**src/rtl/sram_mem_ctrl.sv**
```systemverilog
// Multi-cycle data-memory controller: splits each CPU word into narrow SRAM
// beats with configurable wait states and freezes the pipeline via ready.
module sram_mem_ctrl #(
   parameter int          DATA_WIDTH  = 32,
   parameter int          SRAM_DW     = 16,
   parameter int          SRAM_AW     = 18,
   parameter int          WAIT_CYCLES = 1,
   parameter logic [31:0] BASE_ADDR   = 32'd1024
) (
   input  logic                  clk,
   input  logic                  rst,
   input  logic                  rd_en,
   input  logic                  wr_en,
   input  logic [31:0]           address,
   input  logic [DATA_WIDTH-1:0] wr_data,
   output logic [DATA_WIDTH-1:0] rd_data,
   output logic                  ready,
   output logic [SRAM_AW-1:0]    sram_addr,
   output logic [SRAM_DW-1:0]    sram_dq_out,
   output logic                  sram_dq_oe,
   input  logic [SRAM_DW-1:0]    sram_dq_in,
   output logic                  sram_we_n
);

   localparam int BEATS = DATA_WIDTH / SRAM_DW;
   localparam int CPB   = WAIT_CYCLES + 1;
   localparam int BW    = (BEATS > 1) ? $clog2(BEATS) : 1;
   localparam int WW    = (CPB > 1) ? $clog2(CPB) : 1;

   typedef enum logic [1:0] {IDLE, ACCESS, DONE} state_t;

   state_t                state, state_nxt;
   logic [BW-1:0]         beat_cnt;
   logic [WW-1:0]         wait_cnt;
   logic                  is_wr;
   logic [DATA_WIDTH-1:0] wr_sh;
   logic [31:0]           word;
   logic [31:0]           first_idx;
   logic                  last_wait, last_beat, req;

   assign req       = rd_en | wr_en;
   assign word      = (address - BASE_ADDR) >> 2;
   assign first_idx = word * 32'(BEATS);
   assign last_wait = (wait_cnt == WW'(CPB - 1));
   assign last_beat = (beat_cnt == BW'(BEATS - 1));

   always_ff @(posedge clk) begin
      if (rst) state <= IDLE;
      else     state <= state_nxt;
   end

   always_comb begin
      state_nxt = state;
      ready     = 1'b0;
      case (state)
         IDLE: begin
            ready = ~req;
            if (req) state_nxt = ACCESS;
         end
         ACCESS: if (last_wait && last_beat) state_nxt = DONE;
         DONE: begin
            ready     = 1'b1;
            state_nxt = IDLE;
         end
         default: state_nxt = IDLE;
      endcase
   end

   // Pad-facing outputs are registered, so each beat is set up on the edge
   // that enters it and holds for all CPB cycles of that beat.
   always_ff @(posedge clk) begin
      if (rst) begin
         beat_cnt    <= '0;
         wait_cnt    <= '0;
         is_wr       <= 1'b0;
         wr_sh       <= '0;
         rd_data     <= '0;
         sram_addr   <= '0;
         sram_dq_out <= '0;
         sram_dq_oe  <= 1'b0;
         sram_we_n   <= 1'b1;
      end else begin
         case (state)
            IDLE: begin
               if (req) begin
                  is_wr     <= wr_en;
                  beat_cnt  <= '0;
                  wait_cnt  <= '0;
                  sram_addr <= SRAM_AW'(first_idx);
                  if (wr_en) begin
                     sram_dq_out <= wr_data[SRAM_DW-1:0];
                     wr_sh       <= wr_data >> SRAM_DW;
                     sram_dq_oe  <= 1'b1;
                     sram_we_n   <= 1'b0;
                  end
               end
            end
            ACCESS: begin
               if (!is_wr && last_wait)
                  rd_data[int'(beat_cnt)*SRAM_DW +: SRAM_DW] <= sram_dq_in;
               if (last_wait) begin
                  wait_cnt <= '0;
                  if (last_beat) begin
                     beat_cnt   <= '0;
                     sram_dq_oe <= 1'b0;
                     sram_we_n  <= 1'b1;
                  end else begin
                     beat_cnt  <= beat_cnt + 1'b1;
                     sram_addr <= sram_addr + 1'b1;
                     if (is_wr) begin
                        sram_dq_out <= wr_sh[SRAM_DW-1:0];
                        wr_sh       <= wr_sh >> SRAM_DW;
                     end
                  end
               end else begin
                  wait_cnt <= wait_cnt + 1'b1;
               end
            end
            default: begin
               sram_dq_oe <= 1'b0;
               sram_we_n  <= 1'b1;
            end
         endcase
      end
   end

endmodule
```
**config.mk**
```make
export PLATFORM = sky130hd
export DESIGN_NAME = sram_mem_ctrl
export DESIGN_NICKNAME = d
export VERILOG_FILES = /design/src/rtl/sram_mem_ctrl.sv
export SDC_FILE = /design/constraint.sdc
export NUM_CORES = 1
export LEC_CHECK = 0
export CAP_MARGIN = 20
export CORE_ASPECT_RATIO = 0.7
export CORE_MARGIN = 3
export CORE_UTILIZATION = 44
export CTS_CLUSTER_SIZE = 30
export DETAILED_ROUTE_END_ITERATION = 7
export PLACE_DENSITY_LB_ADDON = 0.05
export SLEW_MARGIN = 20
export SYNTH_ARGS = -nofsm -noshare
export SYNTH_HDL_FRONTEND = slang
export SYNTH_SLANG_ARGS = --single-unit
```
**constraint.sdc**
```tcl
create_clock -name clk -period 2.4 [get_ports clk]
set_input_delay 0.48 -clock clk [delete_from_list [all_inputs] [get_ports clk]]
set_output_delay 0.48 -clock clk [all_outputs]
set_load 0.005 [all_outputs]
```
==> impl_metrics.yaml, run 1 <==
timing:
  rsz0062_at_grt: "no"
  hold_ws_ps: 442.8
  worst_clock_skew_ps: 6.467
  fmax_ghz: 0.4758
  finalSetupViolCount: 0
  finalHoldViolations: 0
  slew_violations: 0
  setup_ws_ps: 298.5
  finalCriticalPeriod_ps: 2102
  finalCritPeriodShare_pct: 87.56
  max_slew.worst_pin.slew_ps: 739.5
  slew_headroom_pct: 50.70
yosys:
  synth_most_common_cell: "nand2_1"
  synthTopCellsByArea: "dfxtp_1, nand2_1, a21oi_1"
  yosys_warnings: 0
  postSynth.asyncResetShare_pct: 0
  synth_commonest_cells: "nand2_1, dfxtp_1, nor2_1, a21oi_1, clkbuf_1"
  synth-edff-count: 0
  synth_cells: 497
  ys_types: 48
  synth_flop_cell: "dfxtp_1"
  synth_top_area_share_pct: 45.47
  yosys-mux-area-fraction_pct: 0.5428
  ys_ff_latch: 89
  synth_xor_area_share_pct: 1.341
  yosys.area.top_type: "dfxtp_1"
  synth_nets: 583
  syn_area_per_cell_um2: 7.885
  synth_top_family_by_area: "simple AND/OR/NAND/NOR gates"
  synth_simple_gate_area_share_pct: 26.76
  syn_area_um2: 3919
  synth_compound_area_share_pct: 20.91
  yosysSeqAreaShare_pct: 45.47
  synthAdderAreaFrac_pct: 0.6386
power_and_ir_drop:
  p_total_w: 0.003753
  p_leak_nw: 2.047
  power_density_nw_per_um2: 651.6
  irDropWorstVdd_v: 0.0005062
worst_hold_path:
  min_to: "sram_we_n"
  hp-start: "sram_we_n"
  hold_path_depth: 2
  hp-class: "reg2reg"
placement:
  dp_slack_ps: -18.30
  dp_hpwl_mm: 7.733
  portBuffers: 137
  place_congestion: 0.8314
critical_path:
  cp_cell_sequence: "ha_1, nand4_1, nor4_4, nand3_2, or4_1, a31oi_1"
  required_ps: 2660
  reg2reg_from: "sram_addr[1]"
  crit_path_start_kind: "register"
  slowest_delay_ps: 470
  crit_slowest_cell: "or4_1"
  arrival_ps: 2360
  rrSetupSlack_ps: 300
  r2r_end: "sram_addr[16]"
  rr_worst_depth: 6
  cp_max_fo: 5
  worstSetupPathType: "reg2reg"
  crit_path_end_kind: "register"
drt:
  num_vias: 3992
  finalWirelength_mm: 10.87
  drtIter0Drc: 275
  wl_per_cell_um: 14.52
  drc: 0
  drt_pass1_iterations: 5
  via_per_inst: 5.330
  ant_nets: 0
floorplanning:
  num_rows: 28
  dieWidth_um: 118.8
  start_util_pct: 45.84
  core_um2: 8548
  dieArea_um2: 10090
  num_io_pins: 153
  die_h_um: 84.96
global_route:
  gr-total-overflow: 0
  grt_pass1_wl_mm: 18.36
  grt_pass1_vias: 3782
  grt_usage_pct: 22.07
  grt_max_degree: 39
  antenna_found_initial: 0
clock_network:
  clock_tree.root_cell: "clkbuf_16"
  clkTransAtPathRegs_ps: 60
  cts_buffers: 9
  cts_sinks: 89
  cts_htree_levels: 3
  clockBufferDepth: 2
  clock_latency_ps: 340
  post_cts_buffers: 0
  cts_tree: "done"
flow_run:
  cap_viol_max_count: 0
layout:
  seq_area_um2: 1782
  fill_cells: 740
  drive_gt1_share_pct: 7.472
  multi_input_area_um2: 1974
  antenna_cells: 0
  final_nets: 711
  fin_util_pct: 67.37
  area_delta_synth_final_pct: 46.97
status:
  status: "finished, final reports clean"
-- per-stage QoR --
| stage | std cells | TNS [ps] | instance area (um^2) |
|---|---|---|---|
| global route | 749 | 0 | 5759 |
| finish | 749 | 0 | 5759 |
| floorplan | 497 | 0 | 3919 |
| detailed placement | 734 | -18.30 | 5451 |
| global placement | 734 | 0 | 5451 |
| CTS | 749 | 0 | 5757 |
-- critical path, delay by kind of cell, from the launching register on --
family | cells | cell delay (ps)
AOI/OAI and AO/OA | 1 | 160
adders and majority gates | 1 | 260
DFF | 1 | 400
and+or+nand+nor | 4 | 1210
-- metal layers --
metal / track usage, % / share of wire (%) / up-vias / wire (um)
met4: 7.045 / 1.4 / 0 / 157
li1: - / - / 1990 / -
met1: 30.13 / 47 / 1844 / 5090
met3: 6.795 / 7.4 / 17 / 801
met5: 0 / 0 / - / 0
met2: 33.61 / 44 / 141 / 4824
-- power by group --
group          switching [W]  total (W)  internal, W
Sequential         0.0000862    0.00166      0.00157
Clock               0.000564    0.00142     0.000859
Combinational       0.000302   0.000672     0.000369
Total               0.000952    0.00375      0.00280
-- worst max-delay path by stage --
stage / end / depth (start not counted) / startpoint / slack (ps)
floorplan: sram_addr[16] / 6 / sram_addr[0] / 520
CTS: ready / 5 / rd_en / 110
global placement: sram_dq_out[4] / 8 / rd_en / 70
global route: sram_addr[16] / 6 / sram_addr[1] / 140
finish: sram_addr[16] / 6 / sram_addr[1] / 300
detailed placement: sram_dq_out[1] / 8 / rd_en / -20
-- cell families (layout without fill, tap and decap cells) --
logic type,after synthesis,count (layout)
and+or+nand+nor,230,230
AOI/OAI and AO/OA,126,126
DFF,89,89
buffers and inverters,42,174
xor gates and xnor gates,6,6
adders and majority gates,2,2
muxes,2,2
-- state kept, by name, indices dropped and copies added (netlist names) --
signal	count
rd_data	32
sram_dq_out	16
state	2
sram_dq_oe	1
wr_sh	16
sram_we_n	1
last_wait	1
is_wr	1
beat_cnt	1
sram_addr	18
-- layout make-up --
cell class | instances | share of cell area [%]
Clock buffer | 11 | 4.388
Inverter | 3 | 0.1955
Sequential cell | 89 | 30.94
Timing Repair Buffer | 156 | 26.68
Tap cell | 120 | 2.607
Clock inverter | 4 | 0.9124
Multi-Input combinational cell | 366 | 34.28
-- cells in the final DEF (no fill, tap or decap), drive strengths merged, types with 7 or more instances in the layout --
| master | Yosys | routed |
|---|---|---|
| nand3 | 12 | 12 |
| a311oi | 18 | 18 |
| a22oi | 18 | 18 |
| o21ai | 15 | 15 |
| a21oi | 51 | 51 |
| nor2 | 59 | 59 |
| clkdlybuf4s50 | 0 | 135 |
| nand2 | 119 | 119 |
| buf | 10 | 20 |
| nor3 | 7 | 7 |
| clkbuf | 29 | 11 |
| dfxtp | 89 | 89 |
-- repair_timing --
action,CTS,global route
hold buffers,0,0
setup endpoints to repair,0,1
resized for setup,0,1
(Power assumes the default switching activity.)
==> run 2, diff against run 1 <==
--- a/config.mk
+++ b/config.mk
@@ -6,8 +6,7 @@
 export NUM_CORES = 1
 export LEC_CHECK = 0
 export CAP_MARGIN = 20
-export CORE_ASPECT_RATIO = 0.7
-export CORE_MARGIN = 3
+export CORE_ASPECT_RATIO = 0.6
 export CORE_UTILIZATION = 44
 export CTS_CLUSTER_SIZE = 30
 export DETAILED_ROUTE_END_ITERATION = 7
==> run 2 against run 1 <==
Compared with the run above:
- total power down 0.51%
- sequential power about the same
- die area down 7.9%
- first-iteration DRC count down 1.1%
- clock skew up 2.6 ps
- global-route usage up 1.9 points
- highest routed layer unchanged
- clock power about the same
==> impl_metrics.yaml, run 2 (same netlist as run 1, synthesis figures left out) <==
layout:
  fin_util_pct: 66.89
  multi_input_area_um2: 1974
  largest_reg_flops: 32
  top_register: "rd_data"
  final_nets: 712
  fill_cells: 729
  area_delta_synth_final_pct: 46.58
  final_cell_mix: "clkdlybuf4s50_1, nand2_1, dfxtp_1"
  stdcell_area_um2: 5744
  seq_area_um2: 1782
  final_common_cell: "clkdlybuf4s50_1"
  antenna_cells: 0
  drive_gt1_share_pct: 7.607
  reg_top3: "rd_data x32, sram_addr x18"
clock_network:
  cts_tree: "done"
  cts_sinks: 89
  clkTransAtPathRegs_ps: 60
  cts_htree_levels: 3
  cts_hold_buf: 0
  clockBufferDepth: 2
  clock_latency_ps: 340
  cts_buffers: 9
  post_cts_buffers: 0
  clock_tree.root_cell: "clkbuf_16"
  cts_resized: 0
drt:
  drtIter0Drc: 272
  via_per_inst: 5.342
  ant_nets: 0
  drc: 0
  num_vias: 3969
  wl_per_cell_um: 14.98
  drt_pass1_iterations: 5
  finalWirelength_mm: 11.13
critical_path:
  slowest_delay_ps: 520
  worstSetupPathType: "in2out"
  crit_path_end_kind: "output pin"
  path_delay_family: "buffers and inverters"
  path_buf_inv: 2
  cp_cell_sequence: "clkdlybuf4s50_1, nor2_1, nor2_1, nor2_1, clkdlybuf4s50_1"
  cpMostUsedCell: "nor2_1"
  arrival_ps: 1850
  crit_slowest_cell: "clkdlybuf4s50_1"
  cp_max_fo: 2
  rr_worst_depth: 6
  required_ps: 1920
  cp.depth: 5
  crit_path_start_kind: "input pin"
power_and_ir_drop:
  p_leak_nw: 2.019
  power_density_nw_per_um2: 650.0
  p_total_w: 0.003733
  irDropWorstVdd_v: 0.0003865
global_route:
  grt_pass1_wl_mm: 17.22
  gr-total-overflow: 0
  antenna_found_initial: 0
  grt_max_degree: 49
  grt_usage_pct: 23.92
  grt_pass1_vias: 3575
floorplanning:
  dieArea_um2: 9300
  core_um2: 8588
  die_h_um: 75.10
  num_io_pins: 153
  num_rows: 26
  dieWidth_um: 123.8
  start_util_pct: 45.63
timing:
  worst_clock_skew_ps: 9.070
  finalHoldViolations: 0
  max_slew.worst_pin.slew_ps: 663.4
  slew_violations: 0
  finalCriticalPeriod_ps: 2326
  fin_tns_setup_ps: 0
  finalSetupViolCount: 0
  slew_headroom_pct: 55.77
  rsz0062_at_grt: "no"
  fmax_ghz: 0.4300
  hold_ws_ps: 450.6
  finalCritPeriodShare_pct: 96.90
placement:
  place_congestion: 0.8516
  place_area_um2: 5449
  portBuffers: 137
  dp_hpwl_mm: 7.895
status:
  status: "finished, final reports clean"
worst_hold_path:
  hp-class: "reg2reg"
  hold_path_depth: 2
flow_run:
  cap_viol_max_count: 0
==> run 2: cell types whose count changed in the layout (fill, tap and decap cells not counted) <==
| cell | previous run | this run |
|---|---|---|
| clkbuf_1 | 0 | 1 |
| clkbuf_8 | 2 | 0 |
| dlymetal6s2s_1 | 1 | 0 |
| clkinv_4 | 2 | 0 |
| inv_6 | 0 | 1 |
| buf_4 | 17 | 18 |
| clkinvlp_4 | 0 | 3 |
| clkdlybuf4s50_1 | 135 | 136 |
==> run 2: worst register-to-register path, stage by stage (launching register included) <==
cell	delay, ps
dfxtp_1	400
ha_1	250
nand4_1	230
nor4_4	420
nand3_2	130
or4_1	480
a31oi_1	150
==> run 2: power by group <==
group          total [W]  switching, W  leakage (nW)  internal [W]
combinational   0.000676      0.000304          1.16      0.000372
sequential       0.00166     0.0000890         0.727       0.00157
clock            0.00140      0.000588         0.135      0.000809
total            0.00373      0.000981          2.02       0.00275
==> run 2: worst paths after layout <==
kind,start,endpoint,slack (ps)
worst max-delay path,wr_en,ready,70
worst min-delay path,sram_we_n,sram_we_n,450
worst max register to register,sram_addr[1],sram_addr[16],270
worst min register to register,sram_we_n,sram_we_n,450
==> run 2: layer usage <==
metal / wire length [um] / vias to the layer above / part of all wire [%] / GRT usage [%]
met2: 4862 / 130 / 44 / 36.79
met1: 5286 / 1828 / 47 / 32.01
met3: 897 / 7 / 8.1 / 8.561
met4: 82 / 0 / 0.74 / 6.158
li1: - / 2004 / - / -
met5: 0 / - / 0 / 0
==> run 2: area by class of cell <==
| class | instances | share of cell area, % |
|---|---|---|
| multi-input combinational | 366 | 34.37 |
| sequential | 89 | 31.02 |
| timing repair buffer | 157 | 26.84 |
| clock buffer | 10 | 3.986 |
| tap | 112 | 2.440 |
| clock inverter | 6 | 1.154 |
| inverter | 3 | 0.1960 |
==> run 2: metrics by stage <==
stage / setup WS, ps / std cells
final: 74.30 / 743
after floorplan: 519.5 / 497
after detailed placement: 56.42 / 727
after CTS: 86.51 / 743
after global routing: 7.247 / 743
after global placement: 93.90 / 727
==> run 3, diff against run 2 <==
--- a/config.mk
+++ b/config.mk
@@ -8,7 +8,7 @@
 export CAP_MARGIN = 20
 export CORE_ASPECT_RATIO = 0.6
 export CORE_UTILIZATION = 44
-export CTS_CLUSTER_SIZE = 30
+export CTS_CLUSTER_SIZE = 24
 export DETAILED_ROUTE_END_ITERATION = 7
 export PLACE_DENSITY_LB_ADDON = 0.05
 export SLEW_MARGIN = 20
==> results of run 3 <==
Final layout, timing and power as in run 2 (identical DEF).
==> RTL edit (config.mk and constraints of run 1) <==
Change the parameter `SRAM_DW` from 16 to 8.
--- a/src/rtl/sram_mem_ctrl.sv
+++ b/src/rtl/sram_mem_ctrl.sv
@@ -2,7 +2,7 @@
 // beats with configurable wait states and freezes the pipeline via ready.
 module sram_mem_ctrl #(
    parameter int          DATA_WIDTH  = 32,
-   parameter int          SRAM_DW     = 16,
+   parameter int          SRAM_DW     = 8,
    parameter int          SRAM_AW     = 18,
    parameter int          WAIT_CYCLES = 1,
    parameter logic [31:0] BASE_ADDR   = 32'd1024
Interface: changed (resized sram_dq_in and sram_dq_out); port bits go from 153 to 137. No check against the original RTL was run, so the function may have changed too.
==> RTL edit against run 1 <==
Worst setup slack lost 170 ps; cell count grew 2.5%; area after synthesis grew 6.5%; final area grew 0.70%; critical path depth shrank 1; total power shrank 1.8%; clock power shrank 3%; routed wire length grew 11%; via count grew 7.6%; sequential cell count grew 1; sequential share of layout area grew 0.13 points.
==> RTL edit: results (changes against run 1) <==
metric	value	unit	change
status	complete, no violations		
synthTopCellsByCount	104 x nand2_1, 90 x dfxtp_1, 55 x a21oi_1		
cts_root_buffer	clkbuf_16		
layout.nets	724		+1.8%
ys_types	55		+15%
ir_drop	0.3998	mV	-21%
met2_usage	33.50	%	-0.11 points
relSlewSlack	50.42	%	-0.29 points
layout-drive-gt1-share	6.677	%	-0.80 points
grt_pass1_wl	19590	µm	+6.7%
wl_met1	5699	µm	+12%
route.met2.wl	5200	µm	+7.8%
synth-seq-area-share	43.18	%	-2.3 points
wl_per_cell	15.78	µm	+8.7%
io_buffers	120		-12%
drtIter0Drc	354		+29%
use_met3	7.273	%	+0.48 points
syn_nets	613		+5.1%
hpwlAfterDp	8625	µm	+12%
synth.area.top_cells	dfxtp_1 43%, nand2_1 9.4%, a21oi_1 6.6%		
grt_antenna_before_repair	0		unchanged
r2r-end	rd_data[27]		
synth_top_area_share	43.18	%	-2.3 points
placed_area	0.005513	mm²	+1.1%
grt_usage	22.95	%	+0.88 points
route.met3.wl	1123	µm	+40%
nFillCells	829		+12%
worstHoldPathCells	2		unchanged
power.internal	2734	µW	-2.4%
insertion_delay	330	ps	
p_leak	0.002000	µW	-2.3%
hp-class	reg2reg		
place_congestion	0.7936		-4.5%
cp.arrival	1790	ps	-570 ps
ff2ff_setup_slack	360	ps	+60 ps
skew	3.758	ps	-2.708 ps
r2r-start	state[0]		
reg.largest.list	rd_data x32, wr_sh x24, sram_addr x18		
grt_max_degree	57		+46%
grt_pass1_vias	3937		+4.1%
vias	4297		+7.6%
grtUsageMet1	33.37	%	+3.2 points
r2r_cells	5		-1
[RTL edit: metrics by stage]
step	setup slack (ps)	power, µW	utilization, %	hold WS (ps)	instances
4_1_cts	135.0	3699	63.42	449.7	768
5_1_grt	29.69	3837	63.42	454.5	768
6_report	131.4	3687	63.42	450.1	768
3_3_place_gp	152.5	2319	60.29	438.6	753
2_1_floorplan	641.1	2016	-	432.1	529
3_5_place_dp	142.3	2336	60.29	441.7	753
[RTL edit: worst max-delay path, stage by stage]
cell and delay [ps]:
clkdlybuf4s50_1 480, nor2_1 170, nor2_1 50, nor2_1 100
clkdlybuf4s50_1 500
[RTL edit: layout make-up]
cell class	count	area (µm²)	share of cell area (%)
repair buffers	136	1341	23.13
multi-input cells	394	2181	37.61
flip-flops and latches	90	1802	31.07
well taps	124	155.1	2.675
clock buffers	12	246.5	4.250
inverters	9	33.78	0.5825
clock inverters	3	40.04	0.6904
[RTL edit: cell families after synthesis]
logic type	share of synthesized area [%]
XOR/XNOR	1.259
multiplexers	0.2399
adder cells (fa/ha/maj)	2.399
buffers and inverters	4.947
AND/OR/NAND/NOR	28.73
flip-flops	43.18
AO/OA/AOI/OAI	19.25
[RTL edit: power by group through the flow]
stage	Sequential, µW	Clock [µW]	Combinational [µW]
2_1_floorplan	1680	0	338
3_3_place_gp	1690	0	625
3_5_place_dp	1700	0	638
4_1_cts	1670	1390	642
5_1_grt	1680	1450	710
6_report	1670	1380	642
[RTL edit: worst max-delay path by stage]
stage	startpoint	endpoint	slack, ps	depth (start not counted)
detailed placement	wr_en	ready	140	5
floorplan	beat_cnt[0]	rd_data[10]	640	5
finish	wr_en	ready	130	5
CTS	wr_en	ready	140	5
global placement	wr_en	ready	150	5
global route	wr_en	ready	30	5
